**src/rtl/fft_pkg.sv**
```systemverilog
// Shared FFT definitions: quarter-wave cosine table, clog2 helper,
// and the twiddle pair type.
package fft_pkg;

    localparam int TW_W_DEF = 9;
    localparam int QTAB_BITS = 16;
    localparam int QTAB_N = 64;

    typedef struct packed {
        logic signed [TW_W_DEF-1:0] w_r;
        logic signed [TW_W_DEF-1:0] w_i;
    } tw_t;

    function automatic int clog2(input int v);
        int r;
        r = 0;
        while ((1 << r) < v) r++;
        return r;
    endfunction

    // trunc(2^16 * cos(2*pi*k/64)), k = 0..16. Smaller N decimate this
    // table, and truncating it further by a right shift equals truncating
    // the exact product at the narrower scale.
    function automatic logic [QTAB_BITS:0] qtab(input logic [4:0] k);
        logic [QTAB_BITS:0] v;
        v = '0;
        case (k)
            5'd0:  v = 17'd65536;
            5'd1:  v = 17'd65220;
            5'd2:  v = 17'd64276;
            5'd3:  v = 17'd62714;
            5'd4:  v = 17'd60547;
            5'd5:  v = 17'd57797;
            5'd6:  v = 17'd54491;
            5'd7:  v = 17'd50660;
            5'd8:  v = 17'd46340;
            5'd9:  v = 17'd41575;
            5'd10: v = 17'd36409;
            5'd11: v = 17'd30893;
            5'd12: v = 17'd25079;
            5'd13: v = 17'd19024;
            5'd14: v = 17'd12785;
            5'd15: v = 17'd6423;
            default: v = 17'd0;
        endcase
        return v;
    endfunction

endpackage

```
**src/rtl/twiddle_gen_if.sv**
```systemverilog
// Sample handshake into the twiddle generator and twiddle stream out.
interface twiddle_gen_if #(
    parameter int TW_W = 9
) ();
    logic                   start_i;
    logic                   valid_i;
    logic                   inverse_i;
    logic signed [TW_W-1:0] w_r;
    logic signed [TW_W-1:0] w_i;
    logic                   valid_o;
    logic                   last_o;

    modport master (
        output start_i, valid_i, inverse_i,
        input  w_r, w_i, valid_o, last_o
    );

    modport slave (
        input  start_i, valid_i, inverse_i,
        output w_r, w_i, valid_o, last_o
    );
endinterface

```
**src/rtl/twiddle_qrom.sv**
```systemverilog
// Combinational quarter-wave lookup: index i -> cos[i], sin[i]
// at N_POINTS resolution and TW_W scale.
module twiddle_qrom
    import fft_pkg::*;
#(
    parameter int N_POINTS = 32,
    parameter int TW_W     = 9
) (
    input  logic [clog2(N_POINTS)-3:0] idx,
    output logic signed [TW_W-1:0]     cos_v,
    output logic signed [TW_W-1:0]     sin_v
);
    localparam int LOGN = clog2(N_POINTS);
    localparam int SH   = clog2(QTAB_N) - LOGN;
    localparam int SHR  = QTAB_BITS - (TW_W - 2);

    logic [4:0]         k;
    logic [4:0]         kc;
    logic [QTAB_BITS:0] cos_full;
    logic [QTAB_BITS:0] sin_full;

    always_comb begin
        k        = 5'(idx) << SH;
        kc       = 5'd16 - k;
        cos_full = qtab(k);
        sin_full = qtab(kc);
    end

    assign cos_v = TW_W'(cos_full >> SHR);
    assign sin_v = TW_W'(sin_full >> SHR);

endmodule

```
**src/rtl/twiddle_gen.sv**
```systemverilog
// Twiddle generator for one MDC FFT stage: exponent schedule,
// quadrant symmetry and conjugate mode, latency 2.
module twiddle_gen
    import fft_pkg::*;
#(
    parameter int N_POINTS = 32,
    parameter int TW_W     = 9,
    parameter int STAGE    = 0
) (
    input  logic         clk,
    input  logic         rst_n,
    twiddle_gen_if.slave bus
);
    localparam int LOGN = clog2(N_POINTS);
    localparam int CW   = LOGN - 1;
    localparam int QW   = LOGN - 2;

    if (!(N_POINTS == 8 || N_POINTS == 16 ||
          N_POINTS == 32 || N_POINTS == 64)) begin : g_bad_n
        $error("twiddle_gen: unsupported N_POINTS %0d", N_POINTS);
    end
    if (STAGE < 0 || STAGE > LOGN - 2) begin : g_bad_stage
        $error("twiddle_gen: illegal STAGE %0d", STAGE);
    end
    if (TW_W < 3 || TW_W > QTAB_BITS + 2) begin : g_bad_w
        $error("twiddle_gen: unsupported TW_W %0d", TW_W);
    end

    logic [CW-1:0]          cnt;
    logic [CW-1:0]          cnt_use;
    logic [CW-1:0]          e;
    logic                   last;
    logic                   q_p1;
    logic [QW-1:0]          i_p1;
    logic                   inv_p1;
    logic                   valid_p1;
    logic                   last_p1;
    logic signed [TW_W-1:0] cos_v;
    logic signed [TW_W-1:0] sin_v;
    logic signed [TW_W-1:0] r_nx;
    logic signed [TW_W-1:0] i_nx;

    // (cnt mod L/2) << STAGE is exactly cnt << STAGE kept to CW bits
    always_comb begin
        cnt_use = bus.start_i ? '0 : cnt;
        e       = cnt_use << STAGE;
        last    = (cnt_use == CW'(N_POINTS / 2 - 1));
    end

    always_ff @(posedge clk or negedge rst_n) begin
        if (!rst_n) begin
            cnt <= '0;
        end else if (bus.start_i) begin
            cnt <= bus.valid_i ? CW'(1) : '0;
        end else if (bus.valid_i) begin
            cnt <= cnt + CW'(1);
        end
    end

    always_ff @(posedge clk or negedge rst_n) begin
        if (!rst_n) begin
            q_p1     <= 1'b0;
            i_p1     <= '0;
            inv_p1   <= 1'b0;
            valid_p1 <= 1'b0;
            last_p1  <= 1'b0;
        end else begin
            q_p1     <= e[CW-1];
            i_p1     <= e[CW-2:0];
            inv_p1   <= bus.inverse_i;
            valid_p1 <= bus.valid_i;
            last_p1  <= bus.valid_i & last;
        end
    end

    twiddle_qrom #(
        .N_POINTS(N_POINTS),
        .TW_W    (TW_W)
    ) u_qrom (
        .idx  (i_p1),
        .cos_v(cos_v),
        .sin_v(sin_v)
    );

    always_comb begin
        r_nx = cos_v;
        i_nx = -sin_v;
        unique case (1'b1)
            q_p1: begin
                r_nx = -sin_v;
                i_nx = -cos_v;
            end
            default: begin
                r_nx = cos_v;
                i_nx = -sin_v;
            end
        endcase
        if (inv_p1) i_nx = -i_nx;
    end

    always_ff @(posedge clk or negedge rst_n) begin
        if (!rst_n) begin
            bus.w_r     <= '0;
            bus.w_i     <= '0;
            bus.valid_o <= 1'b0;
            bus.last_o  <= 1'b0;
        end else begin
            if (valid_p1) begin
                bus.w_r <= r_nx;
                bus.w_i <= i_nx;
            end
            bus.valid_o <= valid_p1;
            bus.last_o  <= last_p1;
        end
    end

endmodule

```
**src/flat_wrapper.sv**
```systemverilog
// flat-port wrapper written by rule: the top's interface ports become plain ports
module twiddle_gen_flat import fft_pkg::*;
#(
    parameter int N_POINTS = 32,
    parameter int TW_W     = 9,
    parameter int STAGE    = 0
)
  (clk, rst_n, bus_start_i, bus_valid_i, bus_inverse_i, bus_w_r, bus_w_i, bus_valid_o, bus_last_o);
  twiddle_gen_if #(.TW_W(TW_W)) bus_i ();
  input  logic clk;
  input  logic rst_n;
  input wire logic [$bits(bus_i.start_i)-1:0] bus_start_i;
  input wire logic [$bits(bus_i.valid_i)-1:0] bus_valid_i;
  input wire logic [$bits(bus_i.inverse_i)-1:0] bus_inverse_i;
  output wire logic [$bits(bus_i.w_r)-1:0] bus_w_r;
  output wire logic [$bits(bus_i.w_i)-1:0] bus_w_i;
  output wire logic [$bits(bus_i.valid_o)-1:0] bus_valid_o;
  output wire logic [$bits(bus_i.last_o)-1:0] bus_last_o;
  assign bus_i.start_i = bus_start_i;
  assign bus_i.valid_i = bus_valid_i;
  assign bus_i.inverse_i = bus_inverse_i;
  assign bus_w_r = bus_i.w_r;
  assign bus_w_i = bus_i.w_i;
  assign bus_valid_o = bus_i.valid_o;
  assign bus_last_o = bus_i.last_o;
  twiddle_gen #(.N_POINTS(N_POINTS), .TW_W(TW_W), .STAGE(STAGE)) u_core (.clk(clk), .rst_n(rst_n), .bus(bus_i));
endmodule
```
**config.mk**
```make
export PLATFORM = sky130hd
export DESIGN_NAME = twiddle_gen_flat
export DESIGN_NICKNAME = d
export VERILOG_FILES = /design/src/rtl/fft_pkg.sv /design/src/rtl/twiddle_gen_if.sv /design/src/rtl/twiddle_qrom.sv /design/src/rtl/twiddle_gen.sv /design/src/flat_wrapper.sv
export SDC_FILE = /design/constraint.sdc
export NUM_CORES = 1
export LEC_CHECK = 0
export CAP_MARGIN = 10
export CORE_MARGIN = 2
export CORE_UTILIZATION = 55
export DETAILED_ROUTE_END_ITERATION = 10
export PLACE_DENSITY = 0.88
export SYNTH_ARGS = -nofsm -noshare
export SYNTH_HDL_FRONTEND = slang
export SYNTH_SLANG_ARGS = --single-unit
```
**constraint.sdc**
```tcl
create_clock -name clk -period 3.9 [get_ports clk]
set_clock_uncertainty 0.15 [all_clocks]
set_input_delay 0.39 -clock clk [delete_from_list [all_inputs] [get_ports clk]]
set_output_delay 0.39 -clock clk [all_outputs]
set_load 0.03 [all_outputs]
```
Yosys cells after proc, flatten, opt, wreduce, memory -nomap -nowiden
Memories as Yosys holds them, arrays and structs flattened.
Cells that the tools add are included.

storage, ports and cells
  bits in read-only memories = 544
  output and inout bits = 20
  bits in writable memories = 0
  memories kept = 2
  register bits = 31
  word-level logic and storage cells = 28
  bits in latches = 0

memories
  name              depth  width  rd ports  clocked after memory_dff  wr ports  line           RTL
  (name not given)  16     17     1         0                         0         fft_pkg.sv:27  case (k)
  (name not given)  16     17     1         0                         0         fft_pkg.sv:27

operators by class
  bitwise logic cells = 1
  equality and inequality tests = 1
  $mul = 0
  magnitude comparators = 0
  $add $sub $neg = 5
  reduce and logical (&&, ||, !) cells = 1
  divide/modulo/power cells = 0
  shift-type cells = 0
  multiplexer cells = 8

operators with widths
  cell                   number
  $mux W9                3
  $neg A8 Y9             2
  $mux W17               1
  $mux W4                3
  $neg A9 Y9             1
  $sub A5 B4 Y5 const A  1
  $add A4 B1 Y4 const B  1
  $eq A4 B4 Y1 const B   1
  $reduce_bool A2 Y1     1
  $and A1 B1 Y1          1
  $mux W1                1

Depth between registers and ports, before layout
Gate-level depths: netlist of run 1.
An unclocked memory read counts as a cell.

  depth in word-level cells = 7
  mapped depth = 13
  mapped depth without buffers = 12

Hierarchy
Synthesis of run 1 repeated with hierarchy kept, for this count alone.

second synthesis, totals
  cell total of the unflattened synthesis = 234
  area, all modules = 2164.6 µm²

modules (own cells, without submodules)
  module        sequential area each (µm²)  instances  cells each  area an instance (µm²)
  twiddle_gen   775.7                       1          196         1876.8
  twiddle_qrom  0.0                         1          38          287.8

Least setup slack after synthesis of run 1
No wires, ideal clock.

  kind = reg2reg
  start = register u_core.i_p1[1]
  end = register u_core.bus.w_i[8]
  path buffers = 1
  clock period less this slack = 3.563 ns
  stages on the path, launching flop included = 14
  data arrival time = 3.344 ns
  path slack = 0.337 ns
  library setup time = 0.069 ns
  cells stage by stage = dfrtp_1 -> inv_1 -> ha_1 -> ha_1 -> buf_2 -> xor2_1 -> nand2_1 -> ha_1 -> mux2i_1 -> ha_1 -> nand2_1 -> or4_1 -> or4b_1 -> nand3_1

between the ends
  longest elaborated chain between the ends = 7
  elaborated cells on any way between the ends = 9
  those cells by class = 4 x add/sub; 3 x mux; 2 x memory

ends and longest elaborated chain
  element                 line                  RTL
  from (decl)             twiddle_gen.sv:34     logic [QW-1:0] i_p1;
  from (signal assigned)  twiddle_gen.sv:69     i_p1 <= e[CW-2:0];
  $sub A5 B4 Y5           twiddle_qrom.sv:24    kc = 5'd16 - k;
  $mem_v2 Z16 W17         n/a
  $mux W17                fft_pkg.sv:27
  $neg A8 Y9              n/a
  $mux W9 (*)             twiddle_gen.sv:88     unique case (1'b1)
  $neg A9 Y9              twiddle_gen.sv:98     if (inv_p1) i_nx = -i_nx;
  $mux W9 (*)             twiddle_gen.sv:98
  to (signal assigned)    twiddle_gen.sv:110    bus.w_i <= i_nx;
  to (decl)               twiddle_gen_if.sv:20  output w_r, w_i, valid_o, last_o

Mark *: on every way between the ends. The rest lies on a longest branch, timed or not.
A chain may end at the register's enable or synchronous reset.

Worst setup path after layout of run 1
  start = register u_core.i_p1[0]
  end = register u_core.bus.w_i[8]

The elaborated chain is that of the path after synthesis.

==> out/results.tsv, run 1 <==
metric	value	unit
Final WS setup	0.400	ns
M2 GR Usage	44.0	%
Die Ht	66.7	um
Post-synth EDFFs	0	
Max Freq	0.286	GHz
Max IR drop VDD	0.300	mV
number of global-route vias before repair	1862	
outcome	finished, final reports clean	
Synth area leaders	dfrtp_1, ha_1, mux2i_1	
First DRT Iteration DRCs	126	
worst-case hold path end point	u_core.bus.last_o	
largest net degree at the start of global routing	32	
PnR Total Power	1.29	mW
first-pass GRT wire length	8500	um
GRT Total Usage	25.9	%
power per cell area	497	mW/mm2
share of layout cells above drive strength 1	10.1	%
met3 usage	5.24	%
# hold bufs at CTS	0	
Congestion Overflow GR	0	
Vias	1895	
critical path's slowest cell	or4_1	
Worst Path Arrival	3.58	ns
dpl hpwl	3820	um
Fin. Hold Viols	0	
drc violations	0	
hold path start	u_core.last_p1	
clock-pin slew on the worst setup and hold paths	0.07	ns
reg2reg start	u_core.i_p1[0]	
GR Layer Usage met1	30.7	%
Clock Tree Root	clkbuf_8	
Synth Warn #	0	
CTS Buf Count	5	
area leader, netlist	dfrtp_1	
CP max stage delay	0.57	ns
Tightest Hold Check Type	flop to flop	
core region area	0.00372	mm2
CTS tree	done	
die area	0.00445	mm2
min cycle time layout	3.50	ns
Port Buffers	24	
total routed wirelength	5120	um
Final ANT Viol Nets	0	
R2R cell count	10	
setup violators final	0	
top cell type's share of synthesized area	35.9	%
clk sinks	31	
hold path cells	0	
Setup CP Type	flop to flop	
Yosys reg bits	31	
Setup crit end kind	flop	
# Max-Cap Violations	0	
Cell Area, Placed	0.00249	mm2
GRT Max-Usage Layer	met2	
num rows	22	
routability-driven placement congestion ratio	0.883	
cell area after layout	0.00261	mm2
worst skew pair latency	0.29	ns
R2R setup slack	0.40	ns
initial core utilization	58.1	%
ys async rst share	100	%
Slew HR	67.6	%
chip width	66.7	um
Critical Path RT	3.98	ns
Mapped Area	0.00216	mm2
initial antenna violation count	0	
post-synthesis sequential area ratio	35.9	%
Worst-Margin Slew	0.485	ns
pins over their slew limit	0	
RSZ-0062 raised after global routing	false	
Crit path max-delay family	simple AND/OR/NAND/NOR gates	
setup TNS	0	ns
Post-CTS Setup Bufs	0	
CP max FO	11	
DRT Pass-1 Iters	5	
Ant. Diodes	0	
CTS max path bufs	2	
pre-CTS setup slack	0.448	ns
Post-CTS Resized	0	
Startpoint Class	flop	
Top FF cell, synth	dfrtp_1	
Avg Inst Size Synth	9.12	um2
count leader, synth	dfrtp_1	
H-tree lvl count	2	
worst path buffer plus inverter count	2	
DR WL/cell	16.2	um
vias per inst	6.02	
critical-path cell list	inv_1, ha_1, buf_4, o21bai_1, a32oi_1, xor2_1, mux2i_1, or4_1, or4b_1, nand3_1	
final worst hold slack	0.208	ns
nets	286	
Syn Inst Count	237	
Unique masters post-synth	46	
Pleak	1.12	nW
Synth-to-Final Area Change	20.6	%
reg2reg end	u_core.bus.w_i[8]	
Final period util	89.8	%
syn_nets	257	
number of I/O pins	25	
top post-synthesis cells by count	dfrtp_1, nor2_1, a21oi_1	
[layout make-up]
class	instances	area (um2)
clock buffers	6	82.6
clock inverters	2	35.0
fillers	293	1110
inverters	10	37.5
multi-input cells	184	1300
flip-flops and latches	31	776
well taps	48	60.1
repair buffers	34	315
[state kept, by name, indices dropped and copies added, names as in the netlist]
signal,count
u_core.inv_p1,1
u_core.i_p1,3
u_core.bus.valid_o,1
u_core.q_p1,1
u_core.bus.w_i,9
u_core.bus.last_o,1
u_core.bus.w_r,9
u_core.cnt,4
u_core.last_p1,1
u_core.valid_p1,1
[how the worst max path moves through the flow]
| stage | startpoint | to | depth (start not counted) |
|---|---|---|---|
| final | u_core.i_p1[0] | u_core.bus.w_i[8] | 10 |
| after global routing | u_core.i_p1[0] | u_core.bus.w_i[8] | 10 |
| after CTS | u_core.i_p1[0] | u_core.bus.w_i[8] | 10 |
| after detailed placement | u_core.i_p1[0] | u_core.bus.w_i[8] | 11 |
| after global placement | u_core.i_p1[0] | u_core.bus.w_i[8] | 10 |
| after floorplan | u_core.i_p1[1] | u_core.bus.w_i[8] | 13 |
[routing by layer]
layer | up-vias | part of all wire (%)
met5 | - | 0
met4 | 0 | 2.5
met3 | 13 | 4.5
met2 | 64 | 51
met1 | 902 | 42
li1 | 916 | -
[power breakdown]
group	switching [mW]	internal (mW)
Combinational	0.329	0.238
Clock	0.120	0.206
Sequential	0.0293	0.371
Total	0.478	0.816
[cells by family (layout without fill, tap and decap cells)]
family / Yosys count / count (layout) / share of synthesized area, %
muxes: 16 / 16 / 7.70
DFF: 31 / 31 / 35.9
and+or+nand+nor: 77 / 77 / 18.0
buffers and inverters: 22 / 52 / 4.00
xor gates and xnor gates: 16 / 16 / 6.49
adders and majority gates: 15 / 15 / 8.69
AOI/OAI and AO/OA: 60 / 60 / 19.2
[stage by stage]
step           instances  util (%)
6_report             315      70.1
5_1_grt              315      70.1
4_1_cts              315      70.1
3_5_place_dp         307      66.9
3_3_place_gp         307      66.9
2_1_floorplan        237         -
[layout by cell type, fill, tap and decap left out, types with 2 or more instances in the layout]
master / instances
o221ai_1: 2
nand4_1: 2
o21a_1: 2
nor3_1: 5
nor2_1: 22
or4_1: 2
a21oi_1: 19
ha_1: 15
nor2b_1: 8
inv_1: 10
clkbuf_8: 6
o31ai_1: 2
o21ai_0: 10
a31oi_1: 6
nand2b_1: 4
mux2i_1: 11
o211ai_1: 3
and2_1: 2
xor2_1: 8
nor3b_1: 2
nand3_1: 7
nand2_1: 16
and3_1: 2
mux2_2: 5
dfrtp_1: 31
o22a_1: 2
xnor2_1: 8
clkdlybuf4s50_1: 24
o211a_1: 2
buf_4: 10
a211oi_1: 2
Power figures use the tool's default switching activity.
==> run 2: changes to the inputs <==
Settings changed: GPL_TIMING_DRIVEN set to 0.
==> run 2 against run 1 <==
First-iteration DRC count up 13%. Wire length up 2.1%. Fmax down 6.4%. Cell count up 3.2%. Global-route usage down 0.25 points. Combinational power up 1%. Clock power about the same. Cell area up 2.3%. Critical path depth up 3. Core utilization up 1.6 points. Total power up 0.80%.
==> out/results.tsv, run 2 (synthesis results as in run 1) <==
metric	value	unit	change
Filler cells	290		was 293
total routed wirelength	5220	um	was 5120 um
First DRT Iteration DRCs	142		was 126
Max IR drop VDD	0.262	mV	was 0.300 mV
Crit path top cell by count	ha_1		
share of layout cells above drive strength 1	12.3	%	was 10.1%
final core occ	71.7	%	was 70.1%
critical-path cell list	clkinvlp_4, ha_1, ha_1, buf_4, xor2_1, nand2_1, ha_1, mux2i_2, ha_1, nand2_1, or4_1, or4b_1, nand3_1		was inv_1, ha_1, buf_4, o21bai_1, a32oi_1, xor2_1, mux2i_1, or4_1, or4b_1, nand3_1
die area	0.00445	mm2	unchanged
Cell Area, Placed	0.00248	mm2	was 0.00249 mm2
DR WL/cell	16.1	um	was 16.2 um
Crit path max-delay family	simple AND/OR/NAND/NOR gates		unchanged
vias per inst	5.93		was 6.02
dpl hpwl	3860	um	was 3820 um
Tightest Hold Check Type	flop to flop		unchanged
CP max FO	10		was 11
worst skew pair latency	0.29	ns	about the same
nets	296		was 286
Setup crit end kind	flop		unchanged
DRT Pass-1 Iters	6		was 5
cell area after layout	0.00266	mm2	was 0.00261 mm2
most frequent cells in the layout	dfrtp_1, clkdlybuf4s50_1, nor2_1, a21oi_1, nand2_1		unchanged
outcome	finished, final reports clean		unchanged
power per cell area	490	mW/mm2	was 497 mW/mm2
number of global-route vias before repair	1771		was 1,862
worst path buffer plus inverter count	2		unchanged
number of I/O pins	25		unchanged
core region area	0.00372	mm2	unchanged
# Max-Cap Violations	0		unchanged
Vias	1927		was 1,895
Final period util	95.9	%	was 89.8%
pre-CTS setup slack	-0.154	ns	was 0.448 ns
CTS tree	done		unchanged
setup violators final	0		unchanged
Synth-to-Final Area Change	23.3	%	was 20.6%
min cycle time layout	3.74	ns	was 3.50 ns
largest registers	u_core.bus.w_i: 9 flops, u_core.bus.w_r: 9 flops, u_core.cnt: 4 flops		unchanged
Startpoint Class	flop		unchanged
CTS Buf Count	5		unchanged
Worst-Margin Slew	0.595	ns	was 0.485 ns
first-pass GRT wire length	8410	um	was 8500 um
Slew HR	60.2	%	was 67.6%
pins over their slew limit	0		unchanged
clock-pin slew on the worst setup and hold paths	0.07	ns	about the same
Pleak	1.13	nW	was 1.12 nW
Final ANT Viol Nets	0		unchanged
num rows	22		unchanged
routability-driven placement congestion ratio	0.966		was 0.883
Clock Tree Root	clkbuf_8		unchanged
Setup CP Type	flop to flop		unchanged
critical path's slowest cell	or4_1		unchanged
Die Ht	66.7	um	unchanged
H-tree lvl count	2		unchanged
Critical Path RT	3.97	ns	was 3.98 ns
Port Buffers	24		unchanged
initial antenna violation count	0		unchanged
initial core utilization	58.1	%	unchanged
Final WS setup	0.158	ns	was 0.400 ns
most common cell after layout, fill and taps aside	dfrtp_1		unchanged
CP max stage delay	0.56	ns	was 0.57 ns
Max Freq	0.267	GHz	was 0.286 GHz
Worst Path Arrival	3.81	ns	was 3.58 ns
Ant. Diodes	0		unchanged
chip width	66.7	um	unchanged
GRT Total Usage	25.7	%	was 25.9%
largest net degree at the start of global routing	21		was 32
drc violations	0		unchanged
clk sinks	31		unchanged
Congestion Overflow GR	0		unchanged
CTS max path bufs	2		unchanged
Fin. Hold Viols	0		unchanged
## run 2: cell types whose count changed in the layout (fill, tap and decap cells not counted), moves of 2 or more
cell,before,now
clkbuf_1,0,5
buf_1,0,3
buf_2,0,2
buf_4,10,8
dfrtp_1,31,29
dfrtp_2,0,2
## run 2: worst paths after layout
path / start / end / depth (start not counted) / slack, ns
min in group asynchronous: rst_n / u_core.bus.w_i[4] / 1 / 0.33
max in group asynchronous: rst_n / u_core.i_p1[1] / 2 / 2.71
setup reg to reg: u_core.i_p1[1] / u_core.bus.w_i[8] / 13 / 0.16
hold / removal: u_core.last_p1 / u_core.bus.last_o / 0 / 0.22
setup / recovery: u_core.i_p1[1] / u_core.bus.w_i[8] / 13 / 0.16
hold reg to reg: u_core.last_p1 / u_core.bus.last_o / 0 / 0.22
## run 2: worst register-to-register path, cell delays in order, from the launching register on
cell        delay [ns]
dfrtp_2           0.44
clkinvlp_4        0.14
ha_1              0.23
ha_1              0.33
buf_4             0.17
xor2_1            0.15
nand2_1           0.07
ha_1              0.34
mux2i_2           0.20
ha_1              0.19
nand2_1           0.10
or4_1             0.56
or4b_1            0.54
nand3_1           0.09
## run 2: layout make-up
type	count	area [um2]	share of cell area [%]
buffer	12	52.6	1.97
clock buffer	6	82.6	3.10
clock inverter	2	35.0	1.32
inverter	10	41.3	1.55
multi-input combinational	184	1310	49.0
sequential	31	778	29.2
tap	48	60.1	2.25
timing repair buffer	32	308	11.6
## run 2: metal layers
metal / share of wire (%) / global-route usage [%] / vias to the layer above / routed length (um)
met2: 48 / 42.9 / 67 / 2530
li1: - / - / 925 / -
met1: 43 / 32.1 / 920 / 2250
met3: 5.5 / 5.24 / 15 / 288
met4: 2.9 / 10.7 / 0 / 154
met5: 0 / 0 / - / 0
## run 2: timing repair
item                       4_1_cts  5_1_grt
setup endpoints to repair        1        1
setup buffers                    2        5
gates resized for setup          4        5
pin swaps                        0        0
hold buffers                     0        0
## run 2: where the power goes
part           internal [mW]  switching [mW]  leakage [nW]
registers              0.372          0.0316         0.385
clock network          0.206           0.120        0.0612
logic                  0.241           0.334         0.687
total                  0.819           0.486          1.13
## run 2: stage by stage
step	TNS (ns)	total power [mW]	cells	hold WS, ns
after global placement	-0.208	0.941	309	0.185
after CTS	0	1.29	320	0.219
final	0	1.30	325	0.219
after detailed placement	-0.154	0.959	310	0.205
after global routing	-0.0148	1.37	325	0.223
after floorplan	0	0.782	237	-0.0556
